<file path="config.mk">
export PLATFORM = sky130hd
export DESIGN_NAME = output_port_tx
export DESIGN_NICKNAME = d
export VERILOG_FILES = /design/src/rtl/output_port_tx.sv
export SDC_FILE = /design/constraint.sdc
export NUM_CORES = 1
export LEC_CHECK = 0
export CAP_MARGIN = 10
export CORE_UTILIZATION = 40
export DETAILED_ROUTE_END_ITERATION = 10
export SYNTH_ARGS = -nofsm -noshare
export SYNTH_HDL_FRONTEND = slang
export SYNTH_SLANG_ARGS = --single-unit
</file>
<file path="constraint.sdc">
create_clock -name clk -period 4.65 [get_ports clk]
set_clock_uncertainty 0.1 [all_clocks]
set_input_delay 0.6975 -clock clk [delete_from_list [all_inputs] [get_ports clk]]
set_output_delay 0.6975 -clock clk [all_outputs]
set_load 0.02 [all_outputs]
</file>
<file path="src/rtl/output_port_tx.sv">
// Serialises the 24-bit output-port register over an 8N1 line whenever it changes.
// Three bytes per frame, most significant byte first, each byte LSB first.
module output_port_tx #(
    parameter int CLKS_PER_BIT = 868
) (
    input  logic        clk,
    input  logic        rst,
    input  logic [23:0] portData,
    input  logic        enable,
    output logic        txd,
    output logic        busy,
    output logic        pending,
    output logic [7:0]  overrunCount
);

    typedef enum logic [1:0] {
        IDLE,
        START,
        DATA,
        STOP
    } stateT;

    localparam logic [15:0] BIT_LAST = 16'(CLKS_PER_BIT - 1);

    stateT       state;
    stateT       stateNext;
    logic [15:0] bitCnt;
    logic [15:0] bitCntNext;
    logic [2:0]  bitIdx;
    logic [2:0]  bitIdxNext;
    logic [1:0]  byteIdx;
    logic [1:0]  byteIdxNext;
    logic [23:0] shadow;
    logic [23:0] holdReg;
    logic [23:0] shiftReg;
    logic [7:0]  curByte;
    logic        capture;
    logic        load;
    logic        bitDone;

    assign capture = enable && (portData != shadow);
    assign bitDone = (bitCnt == BIT_LAST);

    // Shadow and holdReg reset to the register file's reset value so reset release looks like "no change".
    always_ff @(posedge clk or posedge rst) begin
        if (rst) begin
            shadow       <= 24'hFFFFFF;
            holdReg      <= 24'hFFFFFF;
            pending      <= 1'b0;
            overrunCount <= 8'd0;
        end else begin
            shadow <= portData;
            if (capture) begin
                holdReg <= portData;
                pending <= 1'b1;
                if (pending && !load && (overrunCount != 8'hFF)) begin
                    overrunCount <= overrunCount + 8'd1;
                end
            end else if (load) begin
                pending <= 1'b0;
            end
        end
    end

    always_ff @(posedge clk or posedge rst) begin
        if (rst) begin
            state    <= IDLE;
            bitCnt   <= 16'd0;
            bitIdx   <= 3'd0;
            byteIdx  <= 2'd0;
            shiftReg <= 24'd0;
        end else begin
            state   <= stateNext;
            bitCnt  <= bitCntNext;
            bitIdx  <= bitIdxNext;
            byteIdx <= byteIdxNext;
            if (load) begin
                shiftReg <= holdReg;
            end
        end
    end

    always_comb begin
        case (byteIdx)
            2'd0:    curByte = shiftReg[23:16];
            2'd1:    curByte = shiftReg[15:8];
            default: curByte = shiftReg[7:0];
        endcase
    end

    // txd and busy decode straight from state so an asynchronous reset idles the line at once.
    always_comb begin
        stateNext   = state;
        bitCntNext  = bitCnt;
        bitIdxNext  = bitIdx;
        byteIdxNext = byteIdx;
        load        = 1'b0;
        txd         = 1'b1;
        busy        = 1'b1;
        case (state)
            IDLE: begin
                busy        = 1'b0;
                bitCntNext  = 16'd0;
                bitIdxNext  = 3'd0;
                byteIdxNext = 2'd0;
                if (pending) begin
                    load      = 1'b1;
                    stateNext = START;
                end
            end
            START: begin
                txd = 1'b0;
                if (bitDone) begin
                    bitCntNext = 16'd0;
                    stateNext  = DATA;
                end else begin
                    bitCntNext = bitCnt + 16'd1;
                end
            end
            DATA: begin
                txd = curByte[bitIdx];
                if (bitDone) begin
                    bitCntNext = 16'd0;
                    if (bitIdx == 3'd7) begin
                        bitIdxNext = 3'd0;
                        stateNext  = STOP;
                    end else begin
                        bitIdxNext = bitIdx + 3'd1;
                    end
                end else begin
                    bitCntNext = bitCnt + 16'd1;
                end
            end
            STOP: begin
                txd = 1'b1;
                if (bitDone) begin
                    bitCntNext = 16'd0;
                    if (byteIdx == 2'd2) begin
                        byteIdxNext = 2'd0;
                        stateNext   = IDLE;
                    end else begin
                        byteIdxNext = byteIdx + 2'd1;
                        stateNext   = START;
                    end
                end else begin
                    bitCntNext = bitCnt + 16'd1;
                end
            end
            default: begin
                stateNext = IDLE;
            end
        endcase
    end

endmodule

</file>
# == Word-level counts from Yosys, hierarchy flattened ==
# Cells that the tools add are included.
# totals
word_cells,66
out_inout_bits,11
reg_bits,104
in_bits,27
# classes
n_addsub,4
magnitude_cmp,1
n_reduce_logical,14
n_mux,24
n_eq_ne,14
# ops
operator,count
$pmux W16 S2,1
$ne A24 B24 Y1,1
$add A16 B1 Y16 const B,1
$eq A16 B10 Y1 const B,1
$mux W16,1
$pmux W8 S2,1
$mux W2,7
$ne A2 B2 Y1 const B,5
$add A8 B1 Y8 const B,1
$ne A8 B8 Y1 const B,1
$pmux W2 S4,1
$mux W1,7
$eq A2 B2 Y1 const B,3
$mux W3,2
$pmux W3 S2,1
$reduce_and A2 Y1,3
$reduce_bool A2 Y1,3
$reduce_and A5 Y1,1
$eq A2 B1 Y1 const B,2
$logic_not A2 Y1,2
$lt A3 B4 Y1 const B,1
$pmux W2 S2,1
$add A3 B1 Y3 const B,1
$bmux W1 S3,1
other kinds (6),8

# == Logic depth before layout (Yosys ltp) ==
# Gate-level depths: netlist of run 1.
# depth
depth_word,6
ltp_mapped,8
depth_no_buf,7

# == Worst setup path after synthesis of run 1 ==
# OpenSTA, ideal clock, no wires.
# synth_timing
path_type,reg2out
from,register byteIdx[0]
to,output port txd
t_required_ns,3.853
n_path_buf,1
path_stages_with_launch,7
setup_slack_ns,2.130
arrival_ns,1.722
cell_sequence,dfrtp_1 > clkbuf_1 > mux2_2 > mux4_2 > nand2_1 > a211o_1 > o211ai_1
# synth_via
elab_chain_cells,5
elab_cells_between_ends,6
classes_between,eq/ne (1); mux (4); reduce/logical (1)
# synth_rtl
element,line,text
"start, declared",31,logic [1:0] byteIdx;
"start signal, assigned",76,byteIdx <= byteIdxNext;
$eq A2 B1 Y1 / $logic_not A2 Y1 (equally long branches),84,case (byteIdx)
$pmux W8 S2 (*),84,
$bmux W1 S3 (*),121,txd = curByte[bitIdx];
$mux W1 (implied by the code) (*),121,
$pmux W1 S2 (*),100,case (state)
"end, declared",10,"output logic txd,"
# Mark *: on every way between the ends. The rest lies on a longest branch, timed or not. The select of a mux whose other input is x is not followed.

# == Final worst setup path of run 1 ==
# layout_timing
from,register bitIdx[0]
to,output port txd
# layout_via
elab_chain_cells,3
# layout_rtl
element,line,text
"start, declared",29,logic [2:0] bitIdx;
"start signal, assigned",75,bitIdx <= bitIdxNext;
$bmux W1 S3,121,
$mux W1 (implied by the code),121,
$pmux W1 S2,100,
# No other way between the ends. The select of a mux whose other input is x is not followed.

==> results of run 1 <==
final timing paths:
kind	start	endpoint	slack, ps	cells after the start
max	bitIdx[0]	txd	1130	5
min	bitCnt[0]	bitCnt[0]	390	1
max reg2reg	shadow[18]	holdReg[12]	1800	6
min reg2reg	bitCnt[0]	bitCnt[0]	390	1
max in group asynchronous	rst	bitCnt[15]	2760	3
min in group asynchronous	rst	bitCnt[1]	830	2
worst max-delay path, stage by stage (launching register included):
cell             delay [ps]
dfrtp_1                 640
mux4_2                  560
mux2_2                  280
o2111ai_1               180
o211ai_1                150
clkdlybuf4s50_1         560
power groups by stage:
stage	clock network, uW	registers (uW)	logic [uW]
2_1_floorplan	0	1100	128
3_5_place_dp	0	1080	271
4_1_cts	793	1060	272
5_1_grt	822	1080	300
3_3_place_gp	0	1070	269
6_report	761	1060	267
registers in the layout, summed over array words and instances, names as in the netlist:
register,flops
holdReg,24
shadow,24
shiftReg,24
bitCnt,16
overrunCount,8
bitIdx,3
byteIdx,2
state,2
pending,1
logic make-up (layout without fill, tap and decap cells):
group,after synthesis,count (layout),synth area share
simple gates,89,89,0.09651
fa+ha+maj,9,9,0.02419
buf+inv,20,64,0.02365
compound gates,28,28,0.04301
flops,104,104,0.5720
mux,62,62,0.1616
xor+xnor,42,42,0.07903
cell type report:
type / count / share of cell area
clock inverter: 7 / 0.01469
clock buffer: 9 / 0.04132
tap: 143 / 0.03283
inverter: 9 / 0.006657
timing repair buffer: 39 / 0.07071
multi-input combinational: 230 / 0.3453
sequential: 104 / 0.4885
cell usage after synthesis, drive strengths merged, types with 3 or more instances:
library cell | instances | area share
dfrtp | 56 | 0.30
mux2 | 55 | 0.13
dfstp | 48 | 0.27
xor2 | 32 | 0.060
nor2 | 28 | 0.023
nand2 | 17 | 0.014
nand3 | 13 | 0.014
xnor2 | 10 | 0.019
ha | 9 | 0.024
inv | 9 | 0.0073
buf | 8 | 0.014
nor4 | 8 | 0.011
o21ai | 8 | 0.0094
nor3 | 6 | 0.0065
a21oi | 5 | 0.0062
mux4 | 5 | 0.024
nand2b | 4 | 0.0059
nand4 | 4 | 0.0054
o211ai | 4 | 0.0065
clkbuf | 3 | 0.0024
per-stage QoR:
| step | util | area (um2) |
|---|---|---|
| finish | 0.4794 | 5450 |
| global route | 0.4794 | 5450 |
| CTS | 0.4794 | 5450 |
| detailed placement | 0.4525 | 5145 |
| global placement | 0.4525 | 5145 |
| floorplan | - | 4654 |
layer usage:
layer	track usage	vias to the layer above
met5	0	-
met3	0.04209	9
met1	0.1984	1386
met2	0.2402	44
li1	-	1324
met4	0.05143	0
==> metrics.md, run 1 <==
| Metric | Value |
|---|---|
| Top-Level Pins | 38 |
| Most frequent cells in the layout | dfrtp_1 (56), mux2_2 (55), dfstp_2 (48) |
| Pwr Total | 2090 uW |
| Slack of the critical path | 1129 ps |
| Number of cell rows | 39 |
| Overflow after GRT | 0 |
| Die W | 109.9 um |
| First-pass GRT wire length | 13.71 mm |
| Post-route insts no fill | 541 |
| Fin nets | 429 |
| Multi-input gate area | 1882 um2 |
| Detail Route met2 WL | roughly 3.9 mm |
| Initial Util | 0.4094 |
| Post_cts resized | 0 |
| Clock tree buffer depth | 2 |
| Post-DR vias/cell | 5.107 |
| Max Clk Rate | 0.2840 GHz |
| Antenna cells | 0 |
| Post-Place Cells | 525 |
| Worst EP arrival | 2720 ps |
| Port Buffers | 37 |
| WL final | 7.961 mm |
| Final setup violation count | 0 |
| Reg power frac | 0.508 |
| Netlist cell types | 42 |
| Max cap viols | 0 |
| Synthesized area | roughly 4700 um2 |
| Yosys reg bits | ~100 |
| Worst hold slack | 385.3 ps |
| Post-synth EDFFs | 0 |
| Register Area | 2663 um2 |
| Status | complete, no violations |
| Fin. max-slew vios | 0 |
| Largest net degree at the start of global routing | 83 |
| Setup tns final | 0 ps |
| Postcts setup bufs | 0 |
| Share of cells above drive strength 1 | 0.3367 |
| Req. time, crit path | 3850 ps |
| Clk sink count | ~100 |
| Sw frac | 0.2492 |
| Ys Warns | 0 |
| Worst Setup Start Kind | flop |
| Wl on met1 | approximately 3.7 mm |
| Via count | approximately 2,800 |
| Worst hold path class | flop to flop |
| Design internal power | 1569 uW |
| Vias in the first global route | between 2,000 and 3,000 |
| Comb power frac | 0.128 |
| Crit path kind | flop to output pin |
| Least-Margin Pin Slew | 1059 ps |
| Die area | 12,070 um2 |
| Cell count after synthesis | 354 |
| Sequential fraction of the synthesis area | 0.5720 |
| DR pass1 iterations | 4 |
| Top_reg_cell synth | dfrtp_1 |
| RSZ-0062 raised after global routing | no |
| Slew headroom | 0.2920 |
| Clock latency on the worst-skew pair | 350 ps |
| Pre-CTS WS | 973.2 ps |
| Cts hold-fix bufs | 0 |
| Critical Path Sink Type | output pin |
| GP Congestion | 0.8063 |
| CTS tree | built |
| Routed wire length per instance | between 10 and 15 um |
| H-tree depth | 3 |
| Reg clk slew, reported paths | 70 ps |
| Power Dens Cells | between 300 and 400 nW/um2 |
| P_leak | between 0.002 and 0.0025 uW |
| TritonCTS Buffers | 9 |
| Final Hold Fails | 0 |
| Fin crit period | around 3500 ps |
| CP Max Fanout | 10 |
| DRT iter0 DRCs | 110 |
| Crit share post-route | 0.7573 |
| Sw power | 520.9 uW |
| Syn_nets | 390 |
| CTS root buf | clkbuf_16 |
| FILL cells | between 1,000 and 1,500 |
| GRT Util Overall | 0.1512 |
| Core ar. | ~11,000 um2 |
| Clk pwr share | 0.364 |
| Mean Syn Cell Area | 13.15 um2 |
| Die Span Y | 109.9 um |
| DRT antenna net count | 0 |
| Commonest non-fill, non-tap cell in the layout | dfrtp_1 |
| Asr flop ratio synth | 1.000 |
| Highest routed layer | met4 |
| Hpwl dp | between 5 and 6 mm |
| Routed wire length on met3 | 268 um |
| Layout area overhead | 17.10% |
| Worst VDD drop | 0.0002764 V |
| Initial antenna violation count | 0 |
| DRC | 0 |
Power figures use the tool's default switching activity.
==> run 2: changes to the inputs <==
==> constraint.sdc (replaced) <==
create_clock -name clk -period 3.2 [get_ports clk]
set_clock_uncertainty 0.1 [all_clocks]
set_input_delay 0.48 -clock clk [delete_from_list [all_inputs] [get_ports clk]]
set_output_delay 0.48 -clock clk [all_outputs]
set_load 0.02 [all_outputs]
==> run 2 against run 1 <==
Net effect:
- flip-flop and latch count unchanged
- hold slack improved by 2.3 ps
- critical path depth did not move
- first-iteration DRC count decreased by 15%
- routed wire length is 0.40% lower
- die area did not move
- global-route usage shrank 0.33 points
- highest routed layer unchanged
- power increased by 42%
- non-clock buffer count increased by 6
- clock-buffer cell count up 2
- utilization increased by 0.44 points
==> metrics.md, run 2 (synthesis results as in run 1) <==
| Metric | Value |
|---|---|
| Status | complete, no violations |
| Setup tns final | 0 ps |
| Routed wire length per instance | ~14 um |
| Crit share post-route | 0.9166 |
| Fin crit period | 2933 ps |
| DRC | 0 |
| TritonCTS Buffers | 9 |
| Top-Level Pins | 38 |
| GP Congestion | 0.7702 |
| Number of cell rows | 39 |
| DR pass1 iterations | 4 |
| H-tree depth | 3 |
| DRT antenna net count | 0 |
| Fin util | 0.4838 |
| Die Span Y | approximately 110 um |
| Critical Path Sink Type | output pin |
| Clock tree buffer depth | 2 |
| Worst Setup Start Kind | flop |
| Req. time, crit path | 2620 ps |
| Commonest non-fill, non-tap cell in the layout | mux2_2 |
| FILL cells | 1,027 |
| Via count | 2,793 |
| Port Buffers | 37 |
| Initial Util | 0.4094 |
| Least-Margin Pin Slew | between 700 and 800 ps |
| Max Clk Rate | 0.3409 GHz |
| Fin. max-slew vios | 0 |
| Slew headroom | 0.4794 |
| CTS tree | built |
| Final Cell Area | 5500 um2 |
| Placed cell areas | ~5200 um2 |
| Antenna cells | 0 |
| Hpwl dp | about 5.7 mm |
| Power Dens Cells | 538.9 nW/um2 |
| P_leak | roughly 0.0023 uW |
| Design internal power | 2228 uW |
| WL final | 7.929 mm |
| CTS root buf | clkbuf_16 |
| Multi-input gate area | roughly 1900 um2 |
| Share of cells above drive strength 1 | 0.3490 |
| Overflow after GRT | 0 |
| Most frequent cells in the layout | mux2_2 (55), dfrtp_1 (54), dfstp_2 (48) |
| RSZ-0062 raised after global routing | no |
| Clk pwr share | 0.346 |
| Sw power | 736.0 uW |
| Largest net degree at the start of global routing | a little under 50 |
| Worst VDD drop | 0.0003502 V |
| Reg power frac | 0.520 |
| Crit path kind | flop to output pin |
| Layout area overhead | 18.17% |
| Comb power frac | 0.134 |
| Clock latency on the worst-skew pair | 340 ps |
| Die W | between 100 and 150 um |
| Worst hold path class | flop to flop |
| First-pass GRT wire length | 13.57 mm |
| DRT iter0 DRCs | 94 |
| Post-DR vias/cell | 5.106 |
| Vias in the first global route | roughly 2,800 |
| Top Registers | holdReg x24, shadow x24, shiftReg x24 |
| Initial antenna violation count | 0 |
| Postcts setup bufs | 0 |
| Die area | 12,070 um2 |
| Final Hold Fails | 0 |
| Clk sink count | 104 |
| Sw frac | 0.2483 |
| GRT Util Overall | 0.1479 |
| Max cap viols | 0 |
| Final setup violation count | 0 |
| Register Area | about 2700 um2 |
| Worst EP arrival | approximately 2400 ps |
| Reg clk slew, reported paths | 60 ps |
| Core ar. | 11,370 um2 |
| Fin nets | 435 |
| CP Max Fanout | 10 |
-- run 2: power groups by stage --
stage / clock network (uW) / logic, uW / registers (uW)
after floorplan: 0 / 186 / 1590
after CTS: 1060 / 406 / 1540
final: 1020 / 398 / 1540
after detailed placement: 0 / 406 / 1560
after global placement: 0 / 400 / 1560
after global routing: 1110 / 447 / 1560
-- run 2: repair_timing --
action                     CTS  global route
setup endpoints to repair    1             0
hold buffers                 0             0
gates resized for setup      3             0
-- run 2: layout make-up --
class,count,share of cell area
clock buffers,11,0.04413
clock inverters,5,0.007279
flip-flops and latches,104,0.4845
well taps,143,0.03253
inverters,9,0.006824
multi-input cells,230,0.3421
repair buffers,45,0.08258
-- run 2: worst max-delay path, cell delays in order, from the launching register on --
cell and delay, ps:
dfrtp_2 530, mux4_2 540, mux2_2 280, o2111ai_1 180, o211ai_1 140, dlygate4sd2_1 340
-- run 2: final timing paths --
check	startpoint	endpoint	slack [ps]	cells past startpoint
max	bitIdx[0]	txd	270	5
min	bitCnt[0]	bitCnt[0]	390	1
max reg2reg	shadow[18]	overrunCount[1]	690	6
min reg2reg	bitCnt[0]	bitCnt[0]	390	1
max in group asynchronous	rst	holdReg[14]	1740	3
min in group asynchronous	rst	shiftReg[3]	530	2
-- run 2: stage by stage --
| stage | power, uW | hold WS, ps | setup slack [ps] | std cells |
|---|---|---|---|---|
| after global placement | 1963 | 374.8 | 116.3 | 531 |
| after detailed placement | 1971 | 383.0 | 169.6 | 531 |
| final | 2964 | 387.6 | 266.8 | 547 |
| after CTS | 3013 | 391.8 | 218.2 | 547 |
| after floorplan | 1780 | 350.1 | 897.9 | 354 |
| after global routing | 3115 | 423.2 | 146.7 | 547 |
-- run 2: metal layers --
metal / GRT usage / wire length (um) / vias up
met5: 0 / 0 / -
met2: 0.2438 / 3934 / 39
li1: - / - / 1333
met3: 0.04090 / 265 / 14
met4: 0.04952 / 170 / 0
met1: 0.1872 / 3559 / 1407
==> variant: new RTL, flow settings as in run 2 <==
The 4 states of `stateT` get a one-hot encoding in 4 bits.
--- a/src/rtl/output_port_tx.sv
+++ b/src/rtl/output_port_tx.sv
@@ -15,7 +15,7 @@
 
-    typedef enum logic [1:0] {
-        IDLE,
-        START,
-        DATA,
-        STOP
+    typedef enum logic [3:0] {
+        IDLE  = 4'b0001,
+        START = 4'b0010,
+        DATA  = 4'b0100,
+        STOP  = 4'b1000
     } stateT;
Behaviour: no difference found for any inputs over 10 cycles, from zero or initial values and one cycle with rst high; not proved beyond that.
==> variant against run 2 <==
The run now ends with design-rule violations left. Sequential cell count grew 2. Largest power group unchanged. Design area grew 2.4%. Total power grew 1.7%. Synthesized area grew 2.5%. Wire length grew 7.3%. Worst setup slack gained 72 ps. Combinational power shrank 4%. First-iteration DRC count grew 120%.
==> variant: results (changes against run 2) <==
| Metric | Value |
|---|---|
| Iteration-0 DRC Markers | 206 (+120%) |
| Met2 usage | 23.4% (-0.96 points) |
| Routed wire length | 8510 um (+7.3%) |
| Maximum vdd drop | 0.276 mV (-21%) |
| First-pass detailed-route iteration total | 7 (+3) |
| Nets | 453 (+4.1%) |
| DRC violations left | 2 (+2) |
| Max Fanout on Critical Path | 9 (-1) |
| Failing checks | design-rule violations |
| GRT met1 Usage | 21.0% (+2.2 points) |
| Post-CTS setup buffer count | 0 (unchanged) |
| Max Root-Sink Buffers | 2 (unchanged) |
| Slowest cell on crit path | dfrtp_2 |
| Post-synth top cells | dfrtp_1 (57), dfstp_2 (49), mux2_2 (33) |
| Leakage Power | 2.31 nW (+1.7%) |
| Clock H-tree levels | 3 (unchanged) |
| Tightest Hold Check Type | reg2reg |
| GRT met3 Usage | 4.92% (+0.83 points) |
| Worst-Skew Late Latency | 350 ps |
| RePlAce Congestion | 0.828 (+7.6%) |
| Biggest regs | holdReg (24), shadow (24), shiftReg (24) |
| First-pass GRT wire length | 14900 um (+9.8%) |
| # placed instances | 554 (+4.3%) |
| Pin count of the biggest net entering global routing | 107 (+120%) |
| Cell variety after synth | 49 (+17%) |
| Clk pin slew, worst setup/hold paths | 70 ps |
| DR vias | 3005 (+7.6%) |
| Detailed Place HPWL | 5820 um (+2.7%) |
| Number of fill cells | 1045 (+1.8%) |
| Layout cells sized above 1 | 27.9% (-7.0 points) |
| Crit path DAT | 2280 ps (-70 ps) |
| Initial antenna violation count | 0 (unchanged) |
| Outcome | finished with violations |
| Slew @ Worst Pin | 701 ps (-78.1 ps) |
| Vias per Instance | 5.27 (+3.2%) |
| Ant diodes | 0 (unchanged) |
| Syn. warnings | 0 (unchanged) |
| Sequential-to-total area share from yosys stat | 56.9% (-0.32 points) |
| Global Route Usage Sum | 15.2% (+0.42 points) |
| CP max stage delay | 470 ps (-70 ps) |
| # port buffers | 37 (unchanged) |
| TritonCTS Buffers | 9 (unchanged) |
| Synthesized instance count | 378 (+6.8%) |
| CTS root buf | clkbuf_16 |
| Synth area leaders | dfrtp_1 (30%), dfstp_2 (27%), mux2_2 (7.8%) |
| Synth Net Count | 409 (+4.9%) |
| Asr flop ratio synth | 100% (unchanged) |
-- variant: logic make-up (layout without fill, tap and decap cells) --
group | count (synthesis) | after routing | synth area share, %
AOI/OAI and AO/OA | 59 | 59 | 8.05
buffers and inverters | 24 | 73 | 2.31
muxes | 61 | 61 | 15.3
adders and majority gates | 4 | 4 | 1.05
and+or+nand+nor | 90 | 90 | 10.2
xor gates and xnor gates | 34 | 34 | 6.24
DFF | 106 | 106 | 56.9
-- variant: where the power goes --
part           internal (mW)  switching, mW
Sequential              1.48         0.0919
Clock                  0.546          0.508
Combinational          0.209          0.175
-- variant: layer usage --
metal | wire (um) | vias to the layer above
met5 | 0 | -
met4 | 85 | 0
met3 | 362 | 8
met2 | 4100 | 45
met1 | 3960 | 1501
li1 | - | 1451
-- variant: per-stage QoR --
stage / cell area, sq um / utilization (%) / setup slack (ps)
2_1_floorplan: 4770 / - / 765
3_3_place_gp: 5340 / 46.4 / 284
3_5_place_dp: 5340 / 46.4 / 317
4_1_cts: 5630 / 48.9 / 1.14
5_1_grt: 5630 / 48.9 / 257
6_report: 5630 / 48.9 / 339
-- variant: cell type report --
class	instances	area, sq um	share of cell area (%)
inverters	12	48.8	0.866
multi-input cells	248	1950	34.6
repair buffers	45	458	8.13
clock buffers	10	229	4.06
well taps	143	179	3.18
clock inverters	6	56.3	1.00
flip-flops and latches	106	2720	48.2
-- variant: worst max-delay path: cells and delay by family (launching register included) --
kind | cells | cell delay [ps]
buffers and inverters | 1 | 250
multiplexers | 2 | 820
flip-flops | 1 | 470
AO/OA/AOI/OAI | 2 | 400
-- variant: path summary, 6_finish.rpt --
check                           startpoint               to  slack, ps  cells past startpoint
min in group asynchronous              rst     shiftReg[13]        540                      3
hold / removal             overrunCount[7]  overrunCount[7]        400                      1
setup reg to reg                 bitCnt[0]        bitCnt[5]        800                      6
setup / recovery                byteIdx[0]              txd        340                      5
hold reg to reg            overrunCount[7]  overrunCount[7]        400                      1
max in group asynchronous              rst      holdReg[19]       2040                      3
-- variant: timing repair --
item / CTS / global route
setup endpoints to repair: 1 / 1
resized for setup: 1 / 1
pin swaps: 0 / 0
